### src/rtl/controller_pkg.sv
// Shared definitions for the target reset pattern generator: FSM state
// encoding, toggle count and transition counter width.
package controller_pkg;

    // Pattern phases; DriveLow is also reused for the abort hold phase.
    typedef enum logic [2:0] {
        ST_IDLE      = 3'd0,
        ST_DRIVE_LOW = 3'd1,
        ST_TOGGLE    = 3'd2,
        ST_SR_SETUP  = 3'd3,
        ST_SR_HOLD   = 3'd4,
        ST_STOP      = 3'd5
    } trp_state_e;

    // Number of SDA transitions generated while SCL is held low.
    localparam logic [3:0] TRP_TRANSITIONS = 4'd14;

    // Width of the toggle interval counter (counts 1..14, never wraps).
    localparam int TRP_TCNT_WIDTH = 4;

endpackage

### src/rtl/trp_phase_timer.sv
// Down-counting phase timer. A load of N (N >= 1) makes expire_o high on
// the N-th cycle after the load edge, i.e. the last cycle of an N-cycle phase.
module trp_phase_timer
    import controller_pkg::*;
#(
    parameter int CntWidth = 16
) (
    input  logic                clk_i,
    input  logic                rst_i,
    input  logic                load_i,
    input  logic [CntWidth-1:0] load_val_i,
    output logic                expire_o
);

    localparam logic [CntWidth-1:0] CntOne = {{(CntWidth-1){1'b0}}, 1'b1};

    logic [CntWidth-1:0] cnt_d;
    logic [CntWidth-1:0] cnt_q;

    // Next count: load wins, otherwise decrement down to zero and hold there.
    always_comb begin
        cnt_d = cnt_q;
        if (load_i) begin
            cnt_d = load_val_i;
        end else if (cnt_q != '0) begin
            cnt_d = cnt_q - CntOne;
        end else begin
            cnt_d = cnt_q;
        end
    end

    // Count register with asynchronous clear.
    always_ff @(posedge clk_i or posedge rst_i) begin
        if (rst_i) begin
            cnt_q <= '0;
        end else begin
            cnt_q <= cnt_d;
        end
    end

    assign expire_o = (cnt_q == CntOne);

endmodule

### src/rtl/target_reset_generator.sv
// Target Reset Pattern generator: SCL held low for 15*t_low cycles while
// SDA makes 14 transitions, then repeated START and STOP with SCL high.
// Optional feature macro: TARGET_RESET_GEN_ABORT_EN (abort during the
// SCL-low part: hold SDA high for t_low cycles, release SCL, back to Idle).
module target_reset_generator
    import controller_pkg::*;
#(
    parameter int CntWidth = 16
) (
    input  logic                clk_i,
    input  logic                rst_i,
    input  logic                req_i,
    input  logic [CntWidth-1:0] t_low_i,
    input  logic [CntWidth-1:0] t_su_i,
    input  logic [CntWidth-1:0] t_hd_i,
    input  logic                abort_i,
    output logic                scl_o,
    output logic                sda_o,
    output logic                busy_o,
    output logic                done_o
);

    localparam logic [CntWidth-1:0] CntOne = {{(CntWidth-1){1'b0}}, 1'b1};

    // A programmed interval of 0 behaves as 1.
    function automatic logic [CntWidth-1:0] sat_one(input logic [CntWidth-1:0] v);
        return (v == '0) ? CntOne : v;
    endfunction

    trp_state_e                state_d, state_q;
    logic                      scl_d, scl_q;
    logic                      sda_d, sda_q;
    logic                      busy_d, busy_q;
    logic                      done_d, done_q;
    logic                      abort_d, abort_q;
    logic [TRP_TCNT_WIDTH-1:0] tcnt_d, tcnt_q;
    logic [CntWidth-1:0]       t_low_d, t_low_q;
    logic [CntWidth-1:0]       t_su_d, t_su_q;
    logic [CntWidth-1:0]       t_hd_d, t_hd_q;

    logic                      load_s;
    logic [CntWidth-1:0]       load_val_s;
    logic                      expire_s;
    logic                      abort_req_s;

`ifdef TARGET_RESET_GEN_ABORT_EN
    assign abort_req_s = abort_i;
`else
    logic unused_abort_s;
    assign unused_abort_s = abort_i;
    assign abort_req_s    = 1'b0;
`endif

    trp_phase_timer #(
        .CntWidth (CntWidth)
    ) u_timer (
        .clk_i      (clk_i),
        .rst_i      (rst_i),
        .load_i     (load_s),
        .load_val_i (load_val_s),
        .expire_o   (expire_s)
    );

    // Next-state and next-output logic; every phase change reloads the timer.
    always_comb begin
        state_d    = state_q;
        scl_d      = scl_q;
        sda_d      = sda_q;
        done_d     = 1'b0;
        abort_d    = abort_q;
        tcnt_d     = tcnt_q;
        t_low_d    = t_low_q;
        t_su_d     = t_su_q;
        t_hd_d     = t_hd_q;
        load_s     = 1'b0;
        load_val_s = t_low_q;

        case (state_q)
            ST_IDLE: begin
                scl_d   = 1'b1;
                sda_d   = 1'b1;
                tcnt_d  = '0;
                abort_d = 1'b0;
                if (req_i) begin
                    state_d    = ST_DRIVE_LOW;
                    t_low_d    = sat_one(t_low_i);
                    t_su_d     = sat_one(t_su_i);
                    t_hd_d     = sat_one(t_hd_i);
                    load_s     = 1'b1;
                    load_val_s = sat_one(t_low_i);
                    scl_d      = 1'b0;
                    sda_d      = 1'b1;
                end else begin
                    state_d = ST_IDLE;
                end
            end

            ST_DRIVE_LOW: begin
                if (abort_req_s && !abort_q) begin
                    abort_d    = 1'b1;
                    load_s     = 1'b1;
                    load_val_s = t_low_q;
                    sda_d      = 1'b1;
                end else if (expire_s) begin
                    if (abort_q) begin
                        // Abort hold finished: release SCL, SDA already high.
                        state_d = ST_IDLE;
                        scl_d   = 1'b1;
                        sda_d   = 1'b1;
                        abort_d = 1'b0;
                        tcnt_d  = '0;
                    end else begin
                        state_d    = ST_TOGGLE;
                        tcnt_d     = 4'd1;
                        sda_d      = ~sda_q;
                        load_s     = 1'b1;
                        load_val_s = t_low_q;
                    end
                end else begin
                    state_d = ST_DRIVE_LOW;
                end
            end

            ST_TOGGLE: begin
                if (abort_req_s) begin
                    // SCL stays low; SDA goes high for a full t_low hold.
                    state_d    = ST_DRIVE_LOW;
                    abort_d    = 1'b1;
                    sda_d      = 1'b1;
                    load_s     = 1'b1;
                    load_val_s = t_low_q;
                end else if (expire_s) begin
                    if (tcnt_q == TRP_TRANSITIONS) begin
                        // Even number of flips leaves SDA high: safe to raise SCL.
                        state_d    = ST_SR_SETUP;
                        scl_d      = 1'b1;
                        sda_d      = 1'b1;
                        load_s     = 1'b1;
                        load_val_s = t_su_q;
                    end else begin
                        tcnt_d     = tcnt_q + 4'd1;
                        sda_d      = ~sda_q;
                        load_s     = 1'b1;
                        load_val_s = t_low_q;
                    end
                end else begin
                    state_d = ST_TOGGLE;
                end
            end

            ST_SR_SETUP: begin
                if (expire_s) begin
                    state_d    = ST_SR_HOLD;
                    sda_d      = 1'b0;
                    load_s     = 1'b1;
                    load_val_s = t_hd_q;
                end else begin
                    state_d = ST_SR_SETUP;
                end
            end

            ST_SR_HOLD: begin
                if (expire_s) begin
                    state_d = ST_STOP;
                    sda_d   = 1'b1;
                    done_d  = 1'b1;
                end else begin
                    state_d = ST_SR_HOLD;
                end
            end

            ST_STOP: begin
                state_d = ST_IDLE;
                scl_d   = 1'b1;
                sda_d   = 1'b1;
                tcnt_d  = '0;
            end

            default: begin
                state_d = ST_IDLE;
                scl_d   = 1'b1;
                sda_d   = 1'b1;
                tcnt_d  = '0;
                abort_d = 1'b0;
            end
        endcase

        busy_d = (state_d != ST_IDLE);
    end

    // FSM state and registered outputs; reset releases both lines at once.
    always_ff @(posedge clk_i or posedge rst_i) begin
        if (rst_i) begin
            state_q <= ST_IDLE;
            scl_q   <= 1'b1;
            sda_q   <= 1'b1;
            busy_q  <= 1'b0;
            done_q  <= 1'b0;
            abort_q <= 1'b0;
            tcnt_q  <= '0;
            t_low_q <= CntOne;
            t_su_q  <= CntOne;
            t_hd_q  <= CntOne;
        end else begin
            state_q <= state_d;
            scl_q   <= scl_d;
            sda_q   <= sda_d;
            busy_q  <= busy_d;
            done_q  <= done_d;
            abort_q <= abort_d;
            tcnt_q  <= tcnt_d;
            t_low_q <= t_low_d;
            t_su_q  <= t_su_d;
            t_hd_q  <= t_hd_d;
        end
    end

    assign scl_o  = scl_q;
    assign sda_o  = sda_q;
    assign busy_o = busy_q;
    assign done_o = done_q;

endmodule

### config.mk
export PLATFORM = sky130hd
export DESIGN_NAME = target_reset_generator
export DESIGN_NICKNAME = d
export VERILOG_FILES = /design/src/rtl/controller_pkg.sv /design/src/rtl/trp_phase_timer.sv /design/src/rtl/target_reset_generator.sv
export SDC_FILE = /design/constraint.sdc
export NUM_CORES = 1
export LEC_CHECK = 0
export ABC_AREA = 1
export CORE_MARGIN = 2
export CORE_UTILIZATION = 39
export CTS_CLUSTER_SIZE = 10
export DETAILED_ROUTE_END_ITERATION = 10
export HOLD_SLACK_MARGIN = 0.06
export MAX_ROUTING_LAYER = met4
export PLACE_DENSITY = 0.58
export SYNTH_ARGS = -nofsm -noshare
export SYNTH_HDL_FRONTEND = slang
export SYNTH_SLANG_ARGS = --single-unit
### constraint.sdc
create_clock -name clk_i -period 3.8 [get_ports clk_i]
set_clock_uncertainty 0.05 [all_clocks]
set_input_delay 1.14 -clock clk_i [delete_from_list [all_inputs] [get_ports clk_i]]
set_output_delay 1.14 -clock clk_i [all_outputs]
set_load 0.005 [all_outputs]
Word-level counts from Yosys, hierarchy flattened
Cells that the tools add are included.
Widths: inputs -> output; s select.
Operators by class
  add/subtract/negate cells: 2
  equality and inequality tests: 14
  mux-type cells: 43
  bitwise logic cells: 3
  reduce and logical (&&, ||, !) cells: 15
Operator list (count)
  $mux 16: 9
  $logic_not 16->1: 3
  $pmux 16 s3: 1
  $mux 1: 19
  $eq 16x1->1 const B: 1
  $reduce_bool 16->1: 1
  $sub 16x1->16 const B: 1
  $pmux 3 s5: 1
  $ne 2x2->1 const B: 7
  $mux 3: 4
  $mux 4: 3
  $pmux 4 s3: 1
  $pmux 1 s4: 2
  $reduce_and 4->1: 2
  $eq 3x2->1 const B: 2
  $eq 3x3->1 const B: 2
  $reduce_and 5->1: 1
  $add 4x1->4 const B: 1
  $eq 4x4->1 const B: 1
  $reduce_and 2->1: 2
  $reduce_or 2->1: 2
  $reduce_or 4->1: 1
  $eq 3x1->1 const B: 1
  $logic_not 3->1: 1
  6 further kinds: 8
Word-level totals
  register bits after elaboration: 76
  input bits: 52
  output and inout port bits: 4
  word-level logic and storage cells: 88

Longest topological paths before layout
  depth in word-level cells: 5
  mapped depth: 12
  depth with buffers taken out: 11

By module
A second synthesis with hierarchy kept.
Second synthesis, totals
  cell total of the unflattened synthesis: 668
  area, all modules: 4760.8 um^2
By module, submodules not included
  target_reset_generator: instances 1, cells each 493, area an instance 3554.7 um^2, seq. area each 1482.7 um^2
  trp_phase_timer: instances 1, cells each 175, area an instance 1206.2 um^2, seq. area each 400.4 um^2

Least setup slack after synthesis
No wires, ideal clock.
  kind: input to register
  start point: in req_i
  end point: reg u_timer.cnt_q[8]
  data arrival time: 2.088 ns
  data required time: 3.687 ns
  path slack: 1.599 ns
  stages: 8
  path buffers: 2
  path through: buf_2 buf_1 nor2_1 nor3_1 a21oi_1 nand3_1 nand2_1 inv_1
Between the ends
  word-level cells in the longest chain between the ends: 3
RTL lines
  from (decl): RTL line target_reset_generator.sv:12  | input logic req_i,
  $mux 16 or $mux 1 (tied branches): RTL line target_reset_generator.sv:84  | if (req_i) begin
  $pmux 16 s3 or $pmux 1 s3 (tied branches): RTL line target_reset_generator.sv:78  | case (state_q)
  $mux 16 or $reduce_bool 2->1 (tied branches)
  to (signal assigned): RTL line trp_phase_timer.sv:37  | cnt_q <= cnt_d;
  to (decl): RTL line trp_phase_timer.sv:18  | logic [CntWidth-1:0] cnt_q;
Several ways; a longest one is shown, not always the timed one.
A chain may end at the register's enable or synchronous reset.

Worst setup path after layout
  start point: in req_i
  end point: reg u_timer.cnt_q[6]
Same word-level chain as after synthesis.

==> metrics.yaml <==
routing:
  dr.pass1.iters: 7
  wirelength_um: 11100
  drtIter0Drc: 227
  routedWlPerCell_um: 14.4
  via_per_inst: 5.04
  dr_total_vias: 3910
  ant_nets: 0
  drc: 0
synth:
  synthMuxAreaShare_pct: 0
  netlist_instances: 582
  yosysUniqueCellTypes: 37
  synth_area_per_cell_um2: 7.32
  synth_top_area_share_pct: 41.1
  syn_nets: 639
  ys_ff_latch: 75
  ys_seq_area_share_pct: 44.2
  synth_top_family_by_area: "simple AND/OR/NAND/NOR gates"
  synth_xor_area_share_pct: 0.617
  yosys-top-cells-area: "dfrtp_1 41%, nand2_1 15%, nor2_1 6.8%"
  synth-simple-area-share_pct: 34.4
  synth_compound_area_share_pct: 11.2
  synthAdderAreaFrac_pct: 1.47
  yosysTopAreaCell: "dfrtp_1"
  synth.cell_area_um2: 4260
  ys.warnings.count: 0
sta:
  layout_min_cycle_time_ns: 2.67
  finalCritPeriodShare_pct: 70.4
  tightestPinTransition_ns: 0.716
  fin_tns_setup_ns: 0
  slew_violations: 0
  hold_viol: 0
  max_clock_freq_ghz: 0.374
  rsz0062_at_grt: "false"
  finalSetupViolations: 0
  slew_headroom_pct: 52.2
critical_path:
  crit_fanout: 23
  crit_path_end_kind: "register"
  r2r_end: "u_timer.cnt_q[6]"
  r2r_slack_ns: 1.44
  path_buf_inv: 3
  cp-start-kind: "primary input"
  rr_startpoint: "state_q[0]"
  critical_path_class: "in -> reg"
  cp_common_cell: "nand2_2"
  worstPathCellList: "clkdlybuf4s50_1, nand2_2, nand2_2, inv_2, nor2_1, nand3_1, nand2_1, inv_1"
  setup.worst_path.start: "req_i"
  slowest_delay_ns: 0.60
  critical_path.top_delay_family: "simple AND/OR/NAND/NOR gates"
  slowest_stage: "clkdlybuf4s50_1"
  worstPathArrival_ns: 2.89
  cp.required_ns: 4.02
  r2r_cells: 11
clocking:
  cts_sinks: 75
  cts_tree: "built"
  htree_levels: 3
  clock_latency_ns: 0.37
  cts_buffers: 9
  clk_pin_slew_worst_paths_ns: 0.08
  postCtsSetupBuffers: 0
  root_buffer: "clkbuf_8"
  cts.repair.resized: 0
  clockBufferDepth: 2
  cts-hold-fix-buffers: 0
layout:
  fin_util_pct: 47.5
  drive_gt1_share_pct: 7.70
  finalNonFillerCells: 776
  mostFrequentLayoutCells: "169 x nand2_1, 77 x nor2_1, 70 x dfrtp_1"
  final_common_cell: "nand2_1"
  nNetsFinal: 688
  area.growth.synth_to_final_pct: 19.9
  nFillCells: 1136
  insertedDiodeCount: 0
power:
  power.density_nw_per_um2: 309
  irDropWorstVdd_mv: 0.141
  total_leakage_power_nw: 2.48
  p_total_w: 0.00158
place:
  placed_cells: 760
  routabilityCongestion: 0.845
  io_buffers: 54
  dp_hpwl_um: 8020
global_route:
  grt_use_total_pct: 21.8
  grt_pass1_vias: 3931
  overflow: 0
  antenna_found_initial: 0
  grt_start_max_net_pins: 76
  grt_pass1_wl_um: 19200
floorplanning:
  core_um2: 10700
  rows: 38
  die_area_um2: 11800
  num_io_pins: 56
  start_util_pct: 39.6
  die_x_um: 109
  dieHeight_um: 109
worst_hold_path:
  hold_path_depth: 2
  min_to: "scl_o"
  hp-start: "scl_o"
  hold_path.class: "reg -> reg"
job:
  cap_violations: 0
outcome:
  outcome: "finished, final reports clean"
-- cell usage after synthesis (all sizes together) --
cell,count
a21oi,21
a21boi,1
o211ai,2
dfrtp,70
nand2,175
or2,1
dfstp,5
ha,5
nand4,9
o21ai,39
a2bb2oi,2
nor4,8
a21o,14
a22o,1
xor2,2
xnor2,1
a41oi,1
nor2,85
nand3,36
clkbuf,1
inv,62
o31ai,2
buf,19
nand3b,3
nor3,17
-- stage by stage --
step | hold WS [ns] | area, um^2 | worst slack, ns
global route | 0.443 | 5110 | 0.965
global placement | 0.403 | 4900 | 0.720
floorplan | 0.399 | 4260 | 0.708
finish | 0.416 | 5110 | 1.13
CTS | 0.419 | 5110 | 1.13
detailed placement | 0.406 | 4900 | 0.730
-- worst max-delay path by stage --
stage | end | slack, ns | cells after the start
3_3_place_gp | u_timer.cnt_q[6] | 0.72 | 8
4_1_cts | u_timer.cnt_q[6] | 1.13 | 8
3_5_place_dp | u_timer.cnt_q[6] | 0.73 | 8
2_1_floorplan | busy_o | 0.71 | 1
5_1_grt | u_timer.cnt_q[6] | 0.97 | 8
6_report | u_timer.cnt_q[6] | 1.13 | 8
-- kinds of logic (layout without fill, tap and decap cells) --
kind of cell	Yosys count	count (layout)
and+or+nand+nor	334	334
AOI/OAI and AO/OA	83	83
buffers and inverters	82	136
DFF	75	75
adders and majority gates	5	5
xor gates and xnor gates	3	3
-- flip-flops by register name, indices dropped and copies added (netlist names) --
register       count
u_timer.cnt_q     16
t_hd_q            16
t_low_q           16
sda_o              1
scl_o              1
done_o             1
tcnt_q             4
busy_o             1
state_q            3
t_su_q            16
-- worst reg2reg max path, delay by kind of cell (launching register included) --
kind          cells  cell delay, ns
buf+inv           4            0.65
simple gates      7            1.11
flops             1            0.43
-- power by group --
group          internal, W  switching [W]
sequential        0.000808     0.00000775
combinational    0.0000631      0.0000492
clock             0.000324       0.000326
total              0.00119       0.000383
-- final cells by class --
cell class	instances	area, um^2	area share, %
clock inverter	5	61.3	1.20
tap	140	175	3.43
clock buffer	11	141	2.77
timing repair buffer	58	583	11.4
sequential	75	1880	36.9
multi-input combinational	425	2030	39.8
inverter	62	233	4.56
-- metal layers --
metal,global-route usage (%),part of all wire (%),up-vias
li1,-,-,1968
met1,28.3,47,1832
met2,35.4,48,93
met3,2.41,3.3,17
met4,7.69,1.7,0
met5,-,0,-
No activity file was read; power rests on OpenSTA's default activity.
